<file path="config.mk">
export PLATFORM = sky130hd
export DESIGN_NAME = lock_attempt_controller
export DESIGN_NICKNAME = d
export VERILOG_FILES = /design/src/rtl/lock_pkg.sv /design/src/rtl/lock_countdown.sv /design/src/rtl/lock_attempt_controller.sv
export SDC_FILE = /design/constraint.sdc
export NUM_CORES = 1
export LEC_CHECK = 0
export ABC_AREA = 1
export CAP_MARGIN = 25
export CORE_AREA = 2 2 76 78
export DETAILED_ROUTE_END_ITERATION = 10
export DIE_AREA = 0 0 78 80
export PLACE_DENSITY_LB_ADDON = 0.1
export SETUP_SLACK_MARGIN = 0.3
export SYNTH_ARGS = -nofsm -noshare
export SYNTH_HDL_FRONTEND = slang
export SYNTH_SLANG_ARGS = --single-unit
</file>
<file path="constraint.sdc">
create_clock -name clk -period 2 [get_ports clk]
set_input_delay 0.3 -clock clk [delete_from_list [all_inputs] [get_ports clk]]
set_output_delay 0.3 -clock clk [all_outputs]
set_load 0.005 [all_outputs]
</file>
<file path="src/rtl/lock_pkg.sv">
// Shared types for the combination-lock sequencer: FSM states,
// HEX display status codes and the BCD digit type.
package lock_pkg;

   typedef enum logic [2:0] {
      S_ENTRY,
      S_CHECK,
      S_OPEN,
      S_PROGRAM,
      S_LOCKOUT
   } state_t;

   // 0000 = open and 1111 = closed, so the existing display decoder is unchanged
   typedef enum logic [3:0] {
      ST_OPEN    = 4'h0,
      ST_ENTRY   = 4'h1,
      ST_PROG    = 4'h2,
      ST_FAIL    = 4'h9,
      ST_LOCKOUT = 4'hF
   } status_t;

   typedef logic [3:0] bcd_t;

   function automatic logic is_bcd(input bcd_t d);
      return (d <= 4'd9);
   endfunction

endpackage

</file>
<file path="src/rtl/lock_countdown.sv">
// Loadable down-counter with a zero flag. Load has priority over decrement.
// The counter stops at zero.
module lock_countdown #(
   parameter int W = 10
) (
   input  logic         clk,
   input  logic         rst,
   input  logic         load,
   input  logic [W-1:0] load_val,
   input  logic         en,
   output logic         zero
);

   logic [W-1:0] cnt;

   // Reload or count down toward zero.
   always_ff @(posedge clk or negedge rst) begin
      if (!rst)                  cnt <= '0;
      else if (load)             cnt <= load_val;
      else if (en && cnt != '0)  cnt <= cnt - 1'b1;
   end

   assign zero = (cnt == '0);

endmodule

</file>
<file path="src/rtl/lock_attempt_controller.sv">
// Combination-lock attempt sequencer: digit entry, failed-attempt counting,
// lockout and re-programming of the stored code.
// Optional macro AUTO_RELOCK_EN closes the lock after OPEN_TIMEOUT idle cycles in OPEN.
module lock_attempt_controller
   import lock_pkg::*;
#(
   parameter int                  CODE_LEN       = 6,
   parameter int                  MAX_FAILS      = 3,
   parameter int                  LOCKOUT_CYCLES = 1000,
   parameter logic [4*CODE_LEN-1:0] DEFAULT_CODE = 24'h483815
`ifdef AUTO_RELOCK_EN
   ,parameter int                 OPEN_TIMEOUT   = 5000
`endif
) (
   input  logic       clk,
   input  logic       rst,
   input  logic       digit_valid,
   input  logic [3:0] digit,
   output logic       digit_ready,
   input  logic       relock,
   input  logic       prog_req,
   output logic [3:0] status,
   output logic       unlocked,
   output logic       locked_out,
   output logic [3:0] fail_count,
   output logic [2:0] digit_idx
);

`ifdef AUTO_RELOCK_EN
   localparam int TMAX = (LOCKOUT_CYCLES > OPEN_TIMEOUT) ? LOCKOUT_CYCLES : OPEN_TIMEOUT;
`else
   localparam int TMAX = LOCKOUT_CYCLES;
`endif
   localparam int TW = $clog2(TMAX + 1);

   state_t     state_q, state_d;
   logic [2:0] idx_q, idx_d;
   logic       mis_q, mis_d;
   logic       fflag_q, fflag_d;    // show ST_FAIL until the next accepted digit
   logic [3:0] fails_q, fails_d;
   logic [3:0] fails_inc;
   bcd_t       code_q [CODE_LEN];
   logic       code_we;
   logic       accept, last;
   logic          tmr_load, tmr_en, tmr_zero;
   logic [TW-1:0] tmr_val;
   status_t    st;

   assign digit_ready = (state_q == S_ENTRY) || (state_q == S_PROGRAM);
   assign accept      = digit_valid && digit_ready;
   assign last        = (idx_q == 3'(CODE_LEN-1));
   assign fails_inc   = (fails_q == 4'(MAX_FAILS)) ? fails_q : fails_q + 4'd1;

   lock_countdown #(.W(TW)) u_tmr (
      .clk      (clk),
      .rst      (rst),
      .load     (tmr_load),
      .load_val (tmr_val),
      .en       (tmr_en),
      .zero     (tmr_zero)
   );

   // Next-state and datapath updates for the attempt sequencer.
   always_comb begin
      state_d  = state_q;
      idx_d    = idx_q;
      mis_d    = mis_q;
      fflag_d  = fflag_q;
      fails_d  = fails_q;
      code_we  = 1'b0;
      tmr_load = 1'b0;
      tmr_val  = '0;
      tmr_en   = 1'b0;
      case (state_q)
         S_ENTRY: begin
            if (accept) begin
               fflag_d = 1'b0;
               mis_d   = mis_q | !is_bcd(digit) | (digit != code_q[idx_q]);
               if (last) begin
                  idx_d   = '0;
                  state_d = S_CHECK;
               end else begin
                  idx_d = idx_q + 3'd1;
               end
            end
         end
         S_CHECK: begin
            idx_d = '0;
            mis_d = 1'b0;
            if (!mis_q) begin
               state_d = S_OPEN;
               fails_d = '0;
`ifdef AUTO_RELOCK_EN
               tmr_load = 1'b1;
               tmr_val  = TW'(OPEN_TIMEOUT-1);
`endif
            end else begin
               fails_d = fails_inc;
               if (fails_inc == 4'(MAX_FAILS)) begin
                  state_d  = S_LOCKOUT;
                  tmr_load = 1'b1;
                  tmr_val  = TW'(LOCKOUT_CYCLES-1);
               end else begin
                  state_d = S_ENTRY;
                  fflag_d = 1'b1;
               end
            end
         end
         S_LOCKOUT: begin
            tmr_en = 1'b1;
            if (tmr_zero) begin
               state_d = S_ENTRY;
               fails_d = '0;
            end
         end
         S_OPEN: begin
            if (relock) begin
               state_d = S_ENTRY;
            end else if (prog_req) begin
               state_d = S_PROGRAM;
               idx_d   = '0;
            end
`ifdef AUTO_RELOCK_EN
            else if (digit_valid) begin
               tmr_load = 1'b1;
               tmr_val  = TW'(OPEN_TIMEOUT-1);
            end else if (tmr_zero) begin
               state_d = S_ENTRY;
            end
            tmr_en = 1'b1;
`endif
         end
         S_PROGRAM: begin
            // Abort keeps whatever digits were already written.
            if (relock) begin
               state_d = S_ENTRY;
               idx_d   = '0;
            end else if (accept && is_bcd(digit)) begin
               code_we = 1'b1;
               if (last) begin
                  idx_d   = '0;
                  state_d = S_OPEN;
`ifdef AUTO_RELOCK_EN
                  tmr_load = 1'b1;
                  tmr_val  = TW'(OPEN_TIMEOUT-1);
`endif
               end else begin
                  idx_d = idx_q + 3'd1;
               end
            end
         end
         default: state_d = S_ENTRY;
      endcase
   end

   // Sequencer state registers.
   always_ff @(posedge clk or negedge rst) begin
      if (!rst) begin
         state_q <= S_ENTRY;
         idx_q   <= '0;
         mis_q   <= 1'b0;
         fflag_q <= 1'b0;
         fails_q <= '0;
      end else begin
         state_q <= state_d;
         idx_q   <= idx_d;
         mis_q   <= mis_d;
         fflag_q <= fflag_d;
         fails_q <= fails_d;
      end
   end

   // Stored code, first digit at index 0 (MS nibble of DEFAULT_CODE).
   always_ff @(posedge clk or negedge rst) begin
      if (!rst) begin
         for (int i = 0; i < CODE_LEN; i++)
            code_q[i] <= DEFAULT_CODE[4*(CODE_LEN-1-i) +: 4];
      end else if (code_we) begin
         code_q[idx_q] <= digit;
      end
   end

   // Display status decoded from registered state.
   always_comb begin
      st = ST_ENTRY;
      case (state_q)
         S_ENTRY:   st = fflag_q ? ST_FAIL : ST_ENTRY;
         S_CHECK:   st = ST_ENTRY;
         S_OPEN:    st = ST_OPEN;
         S_PROGRAM: st = ST_PROG;
         S_LOCKOUT: st = ST_LOCKOUT;
         default:   st = ST_ENTRY;
      endcase
   end

   assign status     = st;
   assign unlocked   = (state_q == S_OPEN) || (state_q == S_PROGRAM);
   assign locked_out = (state_q == S_LOCKOUT);
   assign fail_count = fails_q;
   assign digit_idx  = idx_q;

endmodule

</file>
==> metrics.cfg <==
[flow_run]
maxCapViolCount = 0

[routing]
first_pass_iters = 4
drcViolationCount = 0
wire_per_inst_um = 13.0
drt_iter0_drc = 121
viasPerCell = 5.08
vias = 2435
ant_nets = 0
drt-total-wl_um = 6200

[yosys]
yosysSeqAreaShare = 0.448
syn_area_per_cell_sq_um = 7.43
ys_types = 31
netlist_area_sq_um = 2590
ys_seq_elements = 46
syn_nets = 360
syn_inst = 349
yosysWarningCount = 0

[setup_path]
critical_path_buf_inv_count = 2
critPathMaxFanout = 3
critPathCaptureType = primary output
crit_type = reg2out
cp.required_ns = 1.70
arrival_ns = 1.35
cp-start-kind = register
crit_family = buffers and inverters
critPathMaxStageDelay_ns = 0.49
slowest_stage = clkdlybuf4s50_1
crit_chain = buf_4 -> clkdlybuf4s50_1

[sta]
min_period_ns = 1.65
report.final.slew_viol_count = 0
fin_crit_sh = 0.825
setup_viol_count_final = 0
hold_viol_final = 0
fmax_ghz = 0.606
finalSetupTns_ns = 0
rsz0062_at_grt = yes
worst_pin_slew_ns = 0.583
skew_ns = 0.0101
max_slew_margin = 0.611

[place]
port_buffers = 22
placed_cell_area_sq_um = 2980
globalplace.congestion = 0.818
place_hpwl_um = 4240

[finish]
antenna_cells = 0
nNetsFinal = 417
n_fill_cell = 466
multiInputGateArea_sq_um = 1340
area_growth_pct = 32.6
seq_area_sq_um = 1170
layout-drive-gt1-share = 0.236
final_area_sq_um = 3440
layout_commonest_cell = nand2_1
final_cell_mix = 88 x nand2_1, 38 x inv_1, 34 x dfrtp_1
final_util = 0.636

[floorplanning]
row_count = 27
die_area_sq_um = 6240
coreArea_sq_um = 5410
die_x_um = 78
initial_core_util = 0.480
fp.dieH_um = 80
ios = 23

[global_route]
antenna_found_initial = 0
grt_use_total = 0.210
grt_pass1_wl_um = 10300
grt_max_degree = 47
grt_pass1_vias = 2288
overflow = 0

[clocking]
root_buffer = clkbuf_8
cts_tree = yes
cts_buffer_depth = 2
holdBufCountCts = 0
cts-buffers-inserted = 5
clk_pin_slew_ns = 0.10
cts.sinks = 46
htreeDepth = 2
clk_latency_ns = 0.31

[power_and_ir_drop]
power_density_nw_per_um2 = 1410
p_total_w = 0.00486
leakage_nw = 1.62
vdd_drop_max_mv = 0.759

[outcome]
status = finished, final reports clean

[hold_path]
hp-class = in2async

-- state kept, by name (all words and copies together), names as in the netlist --
name        cells
fail_count      4
mis_q           1
state_q         3
code_q         24
fflag_q         1
digit_idx       3
u_tmr.cnt      10
-- kinds of logic (layout without fill, tap and decap cells) --
group / count (synthesis) / after routing / share of synthesized area
compound gates: 54 / 54 / 0.109
xor+xnor: 8 / 8 / 0.0270
fa+ha+maj: 2 / 2 / 0.00965
buf+inv: 55 / 113 / 0.0868
flops: 46 / 46 / 0.448
mux: 1 / 1 / 0.00434
simple gates: 183 / 183 / 0.315
-- timing repair --
| item | CTS | global route |
|---|---|---|
| pin swaps | 2 | 7 |
| gates resized for setup | 22 | 48 |
| endpoints found under the setup margin | 47 | 44 |
| setup buffers | 6 | 11 |
| cloned | 0 | 1 |
-- Yosys cell counts --
cell type / number / area (sq um)
nand4_1: 9 / 56.3
nand2_4: 1 / 11.3
buf_2: 3 / 15.0
buf_4: 4 / 30.0
nor2_1: 33 / 124
nor3_1: 9 / 45.0
nand2_2: 1 / 6.26
a31oi_1: 1 / 6.26
ha_1: 2 / 25.0
o21ai_0: 38 / 190
o21a_1: 1 / 7.51
o31ai_1: 1 / 7.51
nand3_1: 25 / 125
xor2_1: 6 / 52.6
o21bai_1: 1 / 7.51
xnor2_1: 2 / 17.5
nor3_2: 1 / 10.0
o21ai_1: 1 / 5.00
nor3_4: 1 / 16.3
nand3_2: 2 / 20.0
dfrtp_1: 38 / 951
o22ai_1: 1 / 6.26
dfstp_2: 8 / 210
nand2_1: 97 / 364
a21oi_1: 9 / 45.0
nand3_4: 1 / 17.5
inv_1: 47 / 176
o211ai_1: 1 / 7.51
nand3b_1: 3 / 22.5
inv_2: 1 / 3.75
mux2_2: 1 / 11.3
-- stage by stage --
step | std cells | hold slack [ns] | setup WS [ns]
final | 479 | 0.0808 | 0.349
after global routing | 479 | 0.130 | 0.252
after CTS | 467 | 0.0954 | 0.252
after detailed placement | 453 | 0.434 | 0.0240
after global placement | 453 | 0.434 | 0.0603
after floorplan | 349 | 0.00441 | 0.370
-- layout make-up --
| type | count | share of cell area |
|---|---|---|
| Clock buffer | 5 | 0.0200 |
| Clock inverter | 3 | 0.0200 |
| Inverter | 48 | 0.0549 |
| Multi-Input combinational cell | 248 | 0.388 |
| Sequential cell | 46 | 0.339 |
| Tap cell | 72 | 0.0262 |
| Timing Repair Buffer | 57 | 0.152 |
-- final timing paths --
kind	startpoint	endpoint	slack [ns]	depth (start not counted)
hold / removal	rst	code_q[6]	0.08	2
hold reg to reg	code_q[4]	code_q[4]	0.48	2
min in group clk	code_q[4]	code_q[4]	0.48	2
max in group asynchronous	rst	state_q[2]	1.50	2
setup reg to reg	fail_count[1]	u_tmr.cnt[8]	0.38	9
setup / recovery	fail_count[1]	fail_count[1]	0.35	2
-- layer usage --
metal | global-route usage | share of wire | vias up
met2 | 0.379 | 0.51 | 37
met4 | 0.0632 | 0.011 | 0
met1 | 0.253 | 0.45 | 1156
met3 | 0.0430 | 0.031 | 6
met5 | 0 | 0 | -
li1 | - | - | 1236
-- power by group --
group	switching [W]	internal (W)	total, W
clock network	0.000337	0.000501	0.000838
logic	0.00136	0.00115	0.00251
registers	0.000265	0.00125	0.00152
No activity file was read; power rests on OpenSTA's default activity.
